`config.mk`:
```
export PLATFORM = sky130hd
export DESIGN_NAME = ksa_seq_ctrl
export DESIGN_NICKNAME = d
export VERILOG_FILES = /design/src/rtl/ksa_seq_ctrl.sv
export SDC_FILE = /design/constraint.sdc
export NUM_CORES = 1
export LEC_CHECK = 0
export CAP_MARGIN = 20
export CORE_ASPECT_RATIO = 1.5
export CORE_MARGIN = 2
export CORE_UTILIZATION = 40
export DETAILED_ROUTE_END_ITERATION = 8
export PLACE_DENSITY = 0.71
export SETUP_SLACK_MARGIN = 0.1
export SLEW_MARGIN = 20
export SYNTH_ARGS = -nofsm -noshare
export SYNTH_HDL_FRONTEND = slang
export SYNTH_SLANG_ARGS = --single-unit
```
`constraint.sdc`:
```
create_clock -name wb_clk_i -period 3.66 [get_ports wb_clk_i]
set_input_delay 0.549 -clock wb_clk_i [delete_from_list [all_inputs] [get_ports wb_clk_i]]
set_output_delay 0.549 -clock wb_clk_i [all_outputs]
set_load 0.05 [all_outputs]
```
`src/rtl/ksa_seq_ctrl.sv`:
```
// Sequencer/arbiter that streams wide add/sub operations through one shared
// 16-bit adder slice, one slice per clock, with round-robin arbitration between two requesters.
module ksa_seq_ctrl #(
    parameter int SLICES = 4
) (
    input  logic                   wb_clk_i,
    input  logic                   wb_rst_i,
    input  logic                   req0_valid,
    output logic                   req0_ready,
    input  logic [16*SLICES-1:0]   req0_a,
    input  logic [16*SLICES-1:0]   req0_b,
    input  logic                   req0_sub,
    input  logic                   req1_valid,
    output logic                   req1_ready,
    input  logic [16*SLICES-1:0]   req1_a,
    input  logic [16*SLICES-1:0]   req1_b,
    input  logic                   req1_sub,
    output logic                   rsp_valid,
    input  logic                   rsp_ready,
    output logic                   rsp_id,
    output logic [16*SLICES-1:0]   rsp_sum,
    output logic                   rsp_cout,
    output logic                   rsp_ovf,
    output logic                   busy,
    output logic [15:0]            add_a,
    output logic [15:0]            add_b,
    output logic                   add_cin,
    input  logic [15:0]            add_sum,
    input  logic                   add_cout
);

    localparam int W  = 16 * SLICES;
    localparam int CW = (SLICES > 1) ? $clog2(SLICES) : 1;

    typedef enum logic [1:0] {
        IDLE,
        RUN,
        DONE
    } state_t;

    state_t          state_q, state_d;
    logic            rr_q, rr_d;
    logic [CW-1:0]   cnt_q, cnt_d;
    logic            carry_q, carry_d;
    logic            id_q, id_d;
    logic [W-1:0]    a_q, a_d;
    logic [W-1:0]    b_q, b_d;
    logic [W-1:0]    res_q, res_d;
    logic            rsp_valid_q, rsp_valid_d;
    logic            rsp_id_q, rsp_id_d;
    logic [W-1:0]    rsp_sum_q, rsp_sum_d;
    logic            rsp_cout_q, rsp_cout_d;
    logic            rsp_ovf_q, rsp_ovf_d;

    logic            grant;
    logic            sel_sub;
    logic [W-1:0]    sel_b;
    logic            last_slice;

    // With both requesters valid the round-robin pointer decides; otherwise the valid one wins.
    assign grant      = (req0_valid && req1_valid) ? rr_q : req1_valid;
    assign sel_sub    = grant ? req1_sub : req0_sub;
    assign sel_b      = grant ? req1_b : req0_b;
    assign last_slice = (cnt_q == CW'(SLICES - 1));

    always_comb begin
        // NOTE: every output of this block gets a default first so no path infers a latch.
        state_d     = state_q;
        rr_d        = rr_q;
        cnt_d       = cnt_q;
        carry_d     = carry_q;
        id_d        = id_q;
        a_d         = a_q;
        b_d         = b_q;
        res_d       = res_q;
        rsp_valid_d = rsp_valid_q;
        rsp_id_d    = rsp_id_q;
        rsp_sum_d   = rsp_sum_q;
        rsp_cout_d  = rsp_cout_q;
        rsp_ovf_d   = rsp_ovf_q;
        req0_ready  = 1'b0;
        req1_ready  = 1'b0;
        add_a       = '0;
        add_b       = '0;
        add_cin     = 1'b0;

        case (state_q)
            IDLE: begin
                if (req0_valid || req1_valid) begin
                    req0_ready = ~grant;
                    req1_ready = grant;
                    a_d        = grant ? req1_a : req0_a;
                    b_d        = sel_sub ? ~sel_b : sel_b;
                    carry_d    = sel_sub;
                    cnt_d      = '0;
                    id_d       = grant;
                    rr_d       = ~grant;
                    state_d    = RUN;
                end
            end
            RUN: begin
                add_a                 = a_q[16*cnt_q +: 16];
                add_b                 = b_q[16*cnt_q +: 16];
                add_cin               = carry_q;
                res_d[16*cnt_q +: 16] = add_sum;
                carry_d               = add_cout;
                cnt_d                 = cnt_q + 1'b1;
                if (last_slice) begin
                    cnt_d       = '0;
                    rsp_sum_d   = res_d;
                    rsp_cout_d  = add_cout;
                    rsp_ovf_d   = (a_q[W-1] == b_q[W-1]) && (add_sum[15] != a_q[W-1]);
                    rsp_id_d    = id_q;
                    rsp_valid_d = 1'b1;
                    state_d     = DONE;
                end
            end
            DONE: begin
                if (rsp_ready) begin
                    rsp_valid_d = 1'b0;
                    state_d     = IDLE;
                end
            end
            default: state_d = IDLE;
        endcase
    end

    // NOTE: state flops use non-blocking assignments so every flop samples pre-edge values.
    always_ff @(posedge wb_clk_i) begin
        if (wb_rst_i) begin
            state_q     <= IDLE;
            rr_q        <= 1'b0;
            cnt_q       <= '0;
            carry_q     <= 1'b0;
            id_q        <= 1'b0;
            rsp_valid_q <= 1'b0;
            rsp_id_q    <= 1'b0;
            rsp_sum_q   <= '0;
            rsp_cout_q  <= 1'b0;
            rsp_ovf_q   <= 1'b0;
        end else begin
            state_q     <= state_d;
            rr_q        <= rr_d;
            cnt_q       <= cnt_d;
            carry_q     <= carry_d;
            id_q        <= id_d;
            rsp_valid_q <= rsp_valid_d;
            rsp_id_q    <= rsp_id_d;
            rsp_sum_q   <= rsp_sum_d;
            rsp_cout_q  <= rsp_cout_d;
            rsp_ovf_q   <= rsp_ovf_d;
        end
    end

    // NOTE: operand and partial-result registers carry no reset; they are always written before being read.
    always_ff @(posedge wb_clk_i) begin
        a_q   <= a_d;
        b_q   <= b_d;
        res_q <= res_d;
    end

    assign rsp_valid = rsp_valid_q;
    assign rsp_id    = rsp_id_q;
    assign rsp_sum   = rsp_sum_q;
    assign rsp_cout  = rsp_cout_q;
    assign rsp_ovf   = rsp_ovf_q;
    assign busy      = (state_q != IDLE);

endmodule
```
# == Word-level counts from Yosys, hierarchy flattened ==
# Index checks and enable logic that the tools add are counted.
# totals
regBits,267
input_bits,280
output_inout_bits,104
elab_cells,66
# op_classes
add_sub_neg,2
eq_ne,8
shift,4
muxes,25
bitwise_logic,2
reduce_logical,12
# ops
op,count
64-bit 2-to-1 mux,3
64-bit by 7-bit indexed part select with 16-bit output,2
64-bit bitwise mux,1
64-bit NOT,1
"16-bit by 34-bit variable shift with 64-bit output, first input constant",1
16-bit by 34-bit indexed part select with 64-bit output,1
6-bit negator with 34-bit output,1
16-bit 2-to-1 mux,2
1-bit 2-to-1 mux,10
2-bit 2-to-1 mux,5
"2-bit != test, second input constant",3
2-bit one-hot mux with 3 select lines,1
2-bit AND reduction,3
3-bit AND reduction,2
2-bit nonzero test,3
"2-bit equality test, second input constant",2
1-bit one-hot mux with 2 select lines,2
2-bit one-hot mux with 2 select lines,1
"2-bit by 1-bit adder with 2-bit output, second input constant",1
"2-bit by 1-bit equality test with 1-bit output, second input constant",1
1-bit logical AND,2
2-bit logical NOT,1
1-bit equality test,1
1-bit logical OR,1
other kinds (2),2

# == Depth between registers and ports, before layout ==
# depth
ltp_word,5
depth_mapped,9
mapped_depth_nobuf,5

# == Worst setup path after synthesis ==
# OpenSTA, ideal clock, no wires.
# synth_timing
path_type,register to output
startpoint,register state_q[1]
endpoint,output port add_a[10]
arrival_time_ps,3223
required_ps,3111
slack_ps,-112
path_stages_with_launch,5
n_path_buf,1
path_cell_list,dfxtp_1 > nand2b_1 > inv_1 > clkbuf_1 > and2_1
# synth_via
elab_chain_len,2
# synth_rtl
item,line,rtl
"start, declared",41,"state_t state_q, state_d;"
"start signal, assigned",142,state_q <= state_d;
2-bit by 1-bit equality test with 1-bit output,87,case (state_q)
16-bit 2-to-1 mux,87,
"end, declared",25,"output logic [15:0] add_a,"
# No other way between the ends.

# == Final worst setup path ==
# layout_timing
startpoint,register cnt_q[0]
endpoint,output port add_b[10]
# layout_via
elab_chain_len,2
# layout_rtl
item,line,rtl
"start, declared",43,"logic [CW-1:0] cnt_q, cnt_d;"
"start signal, assigned",144,cnt_q <= cnt_d;
64-bit by 7-bit indexed part select with 16-bit output,103,add_b = b_q[16*cnt_q +: 16];
16-bit 2-to-1 mux,87,
"end, declared",26,"output logic [15:0] add_b,"
# No other way between the ends.

==> impl_metrics.py <==
metrics = {
    "run_status": {
        "status": "complete, no violations",
    },
    "critical_path": {
        "cp.required_ps": 3110,
        "r2r.worst_path.cells": 6,
        "worst_r2r_endpoint": "rsp_sum[13]",
        "cpPeakStageDelay_ps": 700,
        "path_cells": "buf_12 > mux4_2 > and2_1 > clkdlybuf4s50_1",
        "end_kind": "output port",
        "crit_arrival_ps": 2800,
        "cp-start-kind": "flip-flop",
        "r2r-start": "cnt_q[1]",
        "slowest_stage": "clkdlybuf4s50_1",
        "cp_max_fo": 32,
        "path_class": "flip-flop to output port",
        "r2r_slack_ps": 1180,
    },
    "timing": {
        "min_period_over_period_pct": 91.6,
        "worst_slew_pin_slew_ps": 1030,
        "max_slew_margin_pct": 31.2,
        "hold_viol": 0,
        "setup_viol": 0,
        "rsz0062_at_grt": "false",
        "setup_tns_ps": 0,
        "holdWs_ps": 461,
        "min_period_ps": 3350,
        "fmax_ghz": 0.298,
        "final-max-slew-violation-count": 0,
        "finalClockSkew_ps": 9.09,
    },
    "placed_design": {
        "place.gp.congestion": 0.821,
        "port_buffers": 383,
        "post-dp-hpwl_um": 27700,
        "placed_area_um2": 18100,
    },
    "detailed_routing": {
        "ant_nets": 0,
        "drcViolationCount": 0,
        "wl_per_cell_um": 20.0,
        "wirelength_um": 37200,
        "viasPerCell": 5.10,
        "drtIter0Drc": 422,
        "firstDrtPassIters": 4,
        "dr_total_vias": 9469,
    },
    "pwr": {
        "vdd_ir_drop_max_mv": 0.331,
        "leakage_nw": 6.71,
        "power_density_nw_per_um2": 418,
        "power.total_mw": 7.91,
    },
    "cells_and_area": {
        "drive_gt1_share_pct": 13.4,
        "area_growth_pct": 36.5,
        "final_cell_mix": "379 x clkdlybuf4s50_1, 192 x edfxtp_1, 128 x xnor2_1, 73 x dfxtp_1, 71 x nor2_1",
        "antenna_cells": 0,
        "fin_util_pct": 55.4,
        "layout_commonest_cell": "clkdlybuf4s50_1",
        "nFillCells": 2853,
        "final_area_um2": 18900,
        "nets": 1699,
    },
    "clock_network": {
        "numCtsBuffers": 26,
        "clk_pin_slew_ps": 70,
        "clock-sinks": 267,
        "clk_latency_ps": 540,
        "htree_levels": 1,
        "holdBufCountCts": 0,
        "cts_root_buf": "clkbuf_16",
        "postCtsSetupBuffers": 0,
        "tritoncts": "done",
        "cts_buffer_depth": 3,
    },
    "synth": {
        "yosys_warnings": 0,
        "syn_inst": 1057,
        "synth_fp_nets": 1343,
        "synth_cell_types": 40,
        "syn-cell-area_um2": 13900,
        "seq_area_frac_synth_pct": 52.4,
        "ys_seq_elements": 267,
        "syn_avg_cell_area_um2": 13.1,
    },
    "floorplan": {
        "dieArea_um2": 36200,
        "ioPinCount": 384,
        "die_h_um": 232,
        "fp-row-count": 83,
        "core_area_um2": 34200,
        "initial_core_util_pct": 40.6,
        "die_width_um": 156,
    },
    "grt": {
        "grtUsageTotal_pct": 20.1,
        "antenna_found_initial": 1,
        "grt_pass1_wl_um": 55400,
        "grt_max_degree": 65,
        "grt_pass1_vias": 9705,
        "grt_overflow_total": 0,
    },
    "hold_path": {
        "min_path_cells": 2,
        "hold_path_end": "rsp_id",
        "hp-start": "rsp_id",
        "hold_class": "flip-flop to flip-flop",
    },
    "flow_run": {
        "maxCapViolations": 0,
    },
}
power by group:
group	leakage (nW)	switching [mW]	total, mW	internal (mW)
registers	2.47	0.0820	3.65	3.57
logic	3.82	0.823	1.60	0.780
clock network	0.416	1.13	2.65	1.53
total	6.71	2.03	7.91	5.88
cells in the mapped netlist, drive strengths merged:
master   number  area [um^2]
a21oi         9         45.0
clkbuf       16         60.1
nand3b        2         15.0
and3b         1         8.76
nor3b         1         18.8
nor2         72          278
xnor2       128         1120
a211oi       48          526
and2         33          206
o211a         1         10.0
or3           1         6.26
nand3        19          145
or3b          1         8.76
dfxtp        75         1500
o21ai         2         10.0
mux4         32          721
buf          70          447
o211ai        2         15.0
o21bai        1         7.51
mux2i        64          641
a21bo         1         10.0
edfxtp      192         5770
inv          54          203
mux2         64          721
ha            6         75.1
a311oi       20          288
a2bb2oi       1         8.76
nor2b        49          307
a41oi        46          470
nand2b       22          138
nand2        24         90.1
worst max-delay path by stage:
stage | startpoint | slack, ps | end | cells after the start
finish | cnt_q[0] | 310 | add_b[10] | 4
detailed placement | req1_valid | 590 | b_q[18] | 4
global placement | req1_valid | 620 | b_q[22] | 4
floorplan | req1_valid | 220 | a_q[0] | 2
global route | cnt_q[0] | 180 | add_a[12] | 4
CTS | state_q[1] | 170 | add_a[12] | 4
registers in the layout (all words and copies together) (netlist names), 2 cells and up:
register,flops
a_q,64
b_q,64
res_q,64
rsp_sum,64
cnt_q,2
state_q,2
metal layers:
| metal | share of wire [%] | GRT usage [%] | vias up |
|---|---|---|---|
| met2 | 52 | 36.9 | 329 |
| met1 | 38 | 22.5 | 4518 |
| met3 | 6.3 | 4.31 | 57 |
| li1 | - | - | 4563 |
| met4 | 4.0 | 8.20 | 2 |
| met5 | 0.022 | 0 | - |
what timing repair did:
item | 4_1_cts | 5_1_grt
hold endpoints to repair | 0 | 0
setup endpoints to repair | 0 | 10
resized for setup | 0 | 1
cell type report:
cell class / instances / area, um^2 / area share (%)
flip-flops and latches: 267 / 7270 / 38.4
multi-input cells: 650 / 5900 / 31.2
repair buffers: 414 / 4170 / 22.0
clock buffers: 43 / 818 / 4.32
well taps: 425 / 532 / 2.81
inverters: 54 / 209 / 1.10
clock inverters: 5 / 27.5 / 0.145
worst max-delay path, delay by kind of cell, from the launching register on:
kind | cells | cell delay [ps]
AND/OR/NAND/NOR | 1 | 190
flip-flops | 1 | 440
buffers and inverters | 2 | 1000
multiplexers | 1 | 620
stage by stage:
step | setup slack [ps] | instances
2_1_floorplan | 219 | 1057
3_3_place_gp | 625 | 1810
3_5_place_dp | 591 | 1810
4_1_cts | 165 | 1858
5_1_grt | 180 | 1858
6_report | 306 | 1858
kinds of logic (layout without fill, tap and decap cells):
group                      Yosys count  count (layout)  synth area share, %
muxes                              160             160                 15.0
buffers and inverters              140             516                 5.12
DFF                                267             267                 52.4
AOI/OAI and AO/OA                  131             131                 10.0
adders and majority gates            6               6                0.541
xor gates and xnor gates           128             128                 8.09
and+or+nand+nor                    225             225                 8.81
Note: power is estimated with default switching activity, not from simulation.
